**src/rtl/adc_filter_pkg.sv**
```systemverilog
// adc_filter_pkg: shared defaults and FSM encoding for the ADC sample filter
package adc_filter_pkg;
  localparam int DEF_DATA_W = 12;
  localparam int DEF_LOG2_TAPS = 3;
  localparam int DEF_HI_THRESH = 3000;
  localparam int DEF_LO_THRESH = 2800;
  typedef enum logic {FILL = 1'b0, RUN = 1'b1} state_t;
endpackage

```
**src/rtl/sample_ring.sv**
```systemverilog
// sample_ring: TAPS-entry sample ring; rd_data is the oldest entry, the one the next write replaces
module sample_ring #(
  parameter int DATA_W = 12,
  parameter int LOG2_TAPS = 3
) (
  input  logic              clk,
  input  logic              reset,
  input  logic              clear,
  input  logic              we,
  input  logic [DATA_W-1:0] wr_data,
  output logic [DATA_W-1:0] rd_data
);
  localparam int TAPS = 1 << LOG2_TAPS;
  logic [DATA_W-1:0] mem [TAPS];
  logic [LOG2_TAPS-1:0] wr_ptr;
  assign rd_data = mem[wr_ptr];
  always_ff @(posedge clk or posedge reset)
    if (reset) begin
      wr_ptr <= '0;
      for (int i = 0; i < TAPS; i++) mem[i] <= '0;
    end else if (clear) begin
      wr_ptr <= '0;
      for (int i = 0; i < TAPS; i++) mem[i] <= '0;
    end else if (we) begin
      mem[wr_ptr] <= wr_data;
      wr_ptr <= wr_ptr + LOG2_TAPS'(1);
    end
endmodule

```
**src/rtl/adc_sample_filter.sv**
```systemverilog
// adc_sample_filter: moving-average ADC filter with hysteretic alarm and peak hold
module adc_sample_filter
  import adc_filter_pkg::*;
#(
  parameter int DATA_W = DEF_DATA_W,
  parameter int LOG2_TAPS = DEF_LOG2_TAPS,
  parameter int HI_THRESH = DEF_HI_THRESH,
  parameter int LO_THRESH = DEF_LO_THRESH
) (
  input  logic              clk,
  input  logic              reset,
  input  logic              clear,
  input  logic              in_valid,
  input  logic [DATA_W-1:0] in_data,
  output logic              in_ready,
  output logic              out_valid,
  input  logic              out_ready,
  output logic [DATA_W-1:0] out_avg,
  output logic              warm,
  output logic              alarm,
  output logic [DATA_W-1:0] peak
);
  localparam int TAPS = 1 << LOG2_TAPS;
  localparam int SW = DATA_W + LOG2_TAPS;
  localparam logic [DATA_W-1:0] HI = DATA_W'(HI_THRESH);
  localparam logic [DATA_W-1:0] LO = DATA_W'(LO_THRESH);
  state_t state;
  logic [LOG2_TAPS-1:0] count;
  logic [SW-1:0] sum, sum_next;
  logic [DATA_W-1:0] oldest, avg_next;
  logic accept, last, load;
  assign in_ready = ~clear & (~out_valid | out_ready);
  assign accept = in_valid & in_ready;
  assign last = count == LOG2_TAPS'(TAPS - 1);
  assign load = accept & (state == RUN | last);
  assign sum_next = sum + SW'(in_data) - SW'(oldest);
  assign avg_next = sum_next[SW-1:LOG2_TAPS];
  assign warm = state == RUN;
  sample_ring #(.DATA_W(DATA_W), .LOG2_TAPS(LOG2_TAPS)) u_ring (
    .clk(clk),
    .reset(reset),
    .clear(clear),
    .we(accept),
    .wr_data(in_data),
    .rd_data(oldest)
  );
  always_ff @(posedge clk or posedge reset)
    if (reset) begin
      state <= FILL;
      count <= '0;
      sum <= '0;
      out_valid <= 1'b0;
      out_avg <= '0;
      alarm <= 1'b0;
      peak <= '0;
    end else if (clear) begin
      state <= FILL;
      count <= '0;
      sum <= '0;
      out_valid <= 1'b0;
      alarm <= 1'b0;
      peak <= '0;
    end else begin
      if (accept) begin
        sum <= sum_next;
        if (state == FILL) begin
          count <= count + LOG2_TAPS'(1);
          if (last) state <= RUN;
        end
      end
      if (load) begin
        out_avg <= avg_next;
        out_valid <= 1'b1;
        alarm <= avg_next >= HI ? 1'b1 : avg_next <= LO ? 1'b0 : alarm;
        if (avg_next > peak) peak <= avg_next;
      end else if (out_ready) out_valid <= 1'b0;
    end
endmodule

```
**config.mk**
```make
export PLATFORM = sky130hd
export DESIGN_NAME = adc_sample_filter
export DESIGN_NICKNAME = d
export VERILOG_FILES = /design/src/rtl/adc_filter_pkg.sv /design/src/rtl/sample_ring.sv /design/src/rtl/adc_sample_filter.sv
export SDC_FILE = /design/constraint.sdc
export NUM_CORES = 1
export LEC_CHECK = 0
export CORE_MARGIN = 4
export CORE_UTILIZATION = 45
export CTS_CLUSTER_DIAMETER = 120
export DETAILED_ROUTE_END_ITERATION = 6
export PLACE_DENSITY = 0.66
export SYNTH_ARGS = -nofsm -noshare
export SYNTH_HDL_FRONTEND = slang
export SYNTH_SLANG_ARGS = --single-unit
```
**constraint.sdc**
```tcl
create_clock -name clk -period 13.05 [get_ports clk]
set_input_delay 3.915 -clock clk [delete_from_list [all_inputs] [get_ports clk]]
set_output_delay 3.915 -clock clk [all_outputs]
set_load 0.1 [all_outputs]
```
==> metrics.md <==
| Metric | Value |
|---|---|
| Max-Cap Viols | 0 |
| Later-pin clock latency in the skew report | 0.43 ns |
| Clock power share | 0.265 |
| DP Area | 8710 um2 |
| Setup violators final | 0 |
| Period utilization | 0.749 |
| DRC viols | 0 |
| Flop pwr share | 0.277 |
| Routability cong. | 0.853 |
| Post-synthesis average cell area | 8.98 um2 |
| Final Hold Viols | 0 |
| Syn. warnings | 0 |
| Clock Root Buffer | clkbuf_16 |
| WP buf/inv | 2 |
| Drt via density | 5.58 |
| CP Data Required Time | 9.13 ns |
| Post-synth EDFFs | 0 |
| Most frequent cells in the layout | nand2_1 (221), dfrtp_1 (144), a21oi_1 (101), inv_1 (64), clkdlybuf4s50_1 (43) |
| Worst Tran Pin Value | 1.23 ns |
| Fin nets | 976 |
| Setup TNS | 0 ns |
| DR vias | 6,446 |
| Routed length per instance | 17.8 um |
| Min-Delay Endpoint | out_avg[3] |
| TritonCTS Buffers | 17 |
| Total track usage | 0.211 |
| Diodes inserted | 0 |
| Min-Delay Startpoint | out_avg[3] |
| Leakage power | 4.01 nW |
| Clk sinks | 144 |
| FP Rows | 48 |
| Async SR Flop Fraction | 1.00 |
| DR iter-0 viols | 494 |
| Sw Pwr | 0.754 mW |
| Starting Density | 0.464 |
| Outcome | finished, final reports clean |
| Critical path class | input pin to output port |
| Crit-path cells | clkdlybuf4s50_1 > nand2b_1 > nor2b_1 > clkdlybuf4s50_1 |
| Die width | 143 um |
| Reg2reg setup slack | 6.59 ns |
| Vias in the first global route | 6,255 |
| CP Capture Type | output port |
| Post CTS Setup Buffer Count | 0 |
| Maximum VDD drop | 0.000167 V |
| RSZ-0062 raised after global routing | no |
| Share of cells above drive strength 1 | 0.0967 |
| Post-synthesis sequential element count | 144 |
| Setup Skew | 0.0111 ns |
| Die Ht | 143 um |
| Seq/Total Area, Yosys | 0.442 |
| Dpl hpwl | 13,100 um |
| Final Critical Period | 9.77 ns |
| Slew headroom | 0.175 |
| Detailed-route wire length | 20,600 um |
| Max Fclk | 0.102 GHz |
| Initial antenna violation count | 0 |
| Post-Syn Area | 8150 um2 |
| Maximum number of pins on one net before global-route repair | 99 |
| WHS Path Cells | 2 |
| Delay-heaviest family, CP | buffers and inverters |
| Most common cell after layout, fill and taps aside | nand2_1 |
| Reg clk slew, reported paths | 0.06 ns |
| Port Buf Inserts | 44 |
| Slew Viols, Final | 0 |
| Total die area | 20,300 um2 |
| Remaining Overflow, GRT | 0 |
| Slowest CP cell | clkdlybuf4s50_1 |
| Core area | 17,500 um2 |
| Crit-path max cell delay | 1.16 ns |
| Synthesized Nets | 964 |
| Crit Reg-Reg Endpoint | peak[9] |
| Crit path DAT | 5.86 ns |
| Worst Setup SP | out_ready |
| Syn Inst Count | 907 |
| Final instance area | 9290 um2 |
| Worst-path maximum fanout | 3 |
| Hold_buf cts | 0 |
| Yosys cell types | 59 |
| Cell Pwr Density | 193 nW/um2 |
| Worst Reg-to-Reg Cells | 21 |
| Most frequent CP cell | clkdlybuf4s50_1 |
| RR Startpoint | u_ring.wr_ptr[1] |
| IO Pins | 45 |
| Number of routed nets with antenna violations | 0 |
| Worst Hold Class | flip-flop to flip-flop |
| Pre-antenna DRT Iters | 5 |
| Main synth FF type | dfrtp_1 |
| TritonCTS clock tree | done |
| Resize count post-CTS | 0 |
| Crit path launch type | input pin |
| Switching portion of total power | 0.420 |
| Internal power | 1.04 mW |
| Htree depth | 4 |
| Layout area overhead | 14.0% |
| First-pass GRT wire length | 33,700 um |
| Clock Path Buffers | 2 |
| Comb power frac | 0.458 |
-- flip-flops by register name, summed over array words and instances (netlist names) --
name,cells
count,3
out_avg,12
out_valid,1
peak,12
sum,15
warm,1
u_ring.wr_ptr,3
alarm,1
u_ring.mem,96
-- logic make-up (layout without fill, tap and decap cells) --
kind of cell             Yosys count  in the layout  share of synthesized area
buffers and inverters            130            154                     0.0622
multiplexers                      56             56                     0.0905
adder cells (fa/ha/maj)           40             40                     0.0725
AND/OR/NAND/NOR                  334            334                      0.177
flip-flops                       144            144                      0.442
AO/OA/AOI/OAI                    191            191                      0.142
XOR/XNOR                          12             12                     0.0129
-- synthesized netlist by cell type, types with 3 or more instances --
| master | instances | area share |
|---|---|---|
| nor3b_1 | 5 | 0.0046 |
| mux2i_1 | 26 | 0.032 |
| a221oi_1 | 8 | 0.0086 |
| xor2_1 | 6 | 0.0065 |
| and3_1 | 4 | 0.0031 |
| or3_1 | 11 | 0.0084 |
| nor2_1 | 37 | 0.017 |
| a31oi_1 | 8 | 0.0061 |
| nor3_1 | 9 | 0.0055 |
| buf_2 | 7 | 0.0043 |
| a21oi_1 | 101 | 0.062 |
| mux2_2 | 17 | 0.024 |
| nand3_1 | 9 | 0.0055 |
| xnor2_1 | 6 | 0.0065 |
| nand2_1 | 221 | 0.10 |
| nand3b_1 | 4 | 0.0037 |
| fa_1 | 12 | 0.029 |
| nand4_1 | 5 | 0.0038 |
| inv_1 | 65 | 0.030 |
| dfrtp_1 | 144 | 0.44 |
| mux4_2 | 12 | 0.033 |
| buf_1 | 7 | 0.0032 |
| a22oi_1 | 4 | 0.0037 |
| nor2b_1 | 3 | 0.0023 |
| a211oi_1 | 4 | 0.0037 |
| a21o_1 | 4 | 0.0037 |
| nand2b_1 | 16 | 0.012 |
| o22ai_1 | 6 | 0.0046 |
| o211ai_1 | 3 | 0.0028 |
| o21ai_0 | 27 | 0.017 |
| clkbuf_1 | 48 | 0.022 |
| ha_1 | 28 | 0.043 |
| o31ai_1 | 6 | 0.0055 |
-- power by group through the flow --
stage / combinational [mW] / sequential, mW / clock [mW]
after global routing: 0.919 / 0.502 / 0.503
after CTS: 0.826 / 0.498 / 0.484
after floorplan: 0.513 / 0.620 / 0
final: 0.822 / 0.498 / 0.476
after global placement: 0.813 / 0.505 / 0
after detailed placement: 0.821 / 0.506 / 0
-- stage by stage --
step / setup WS (ns) / hold slack (ns) / cells / util / power [mW]
after global routing: 3.21 / 0.511 / 1156 / 0.529 / 1.92
final: 3.28 / 0.476 / 1156 / 0.529 / 1.80
after detailed placement: 3.28 / 0.469 / 1125 / 0.497 / 1.33
after global placement: 3.29 / 0.461 / 1125 / 0.497 / 1.32
after floorplan: 3.68 / 0.481 / 907 / - / 1.13
after CTS: 3.27 / 0.483 / 1156 / 0.529 / 1.81
-- layout make-up --
cell class | instances | area (um2)
Fill cell | 1683 | 8250
Multi-Input combinational cell | 633 | 4040
Sequential cell | 144 | 3600
Timing Repair Buffer | 58 | 543
Clock buffer | 21 | 470
Tap cell | 225 | 282
Inverter | 65 | 249
Clock inverter | 10 | 103
-- worst reg2reg max path, cell delays in order (launching register included) --
cell and delay [ns]:
dfrtp_1 0.32, buf_4 0.46, nor2_1 0.33, a221oi_1 0.36
o22ai_1 0.20, fa_1 0.52, inv_1 0.06, fa_1 0.45
a21o_1 0.19, nand4_1 0.20, nand3_1 0.10, a21oi_1 0.20
xor2_1 0.48, inv_1 0.10, ha_1 0.30, nand2_1 0.07
nor4_1 0.45, a211o_1 0.17, o311a_2 0.15, nand4_1 0.11
a21oi_2 0.70, mux2_2 0.41
-- worst max path at each step --
| stage | endpoint | cells past startpoint |
|---|---|---|
| after global placement | in_ready | 4 |
| after global routing | in_ready | 4 |
| final | in_ready | 4 |
| after floorplan | in_ready | 2 |
| after detailed placement | in_ready | 4 |
| after CTS | in_ready | 4 |
-- per-layer routing --
layer | routed length, um | share of wire | track usage
met2 | 9930 | 0.48 | 0.342
met4 | 182 | 0.0088 | 0.0420
met5 | 0 | 0 | 0
met3 | 1140 | 0.055 | 0.0376
met1 | 9340 | 0.45 | 0.301
(Power assumes the default switching activity.)
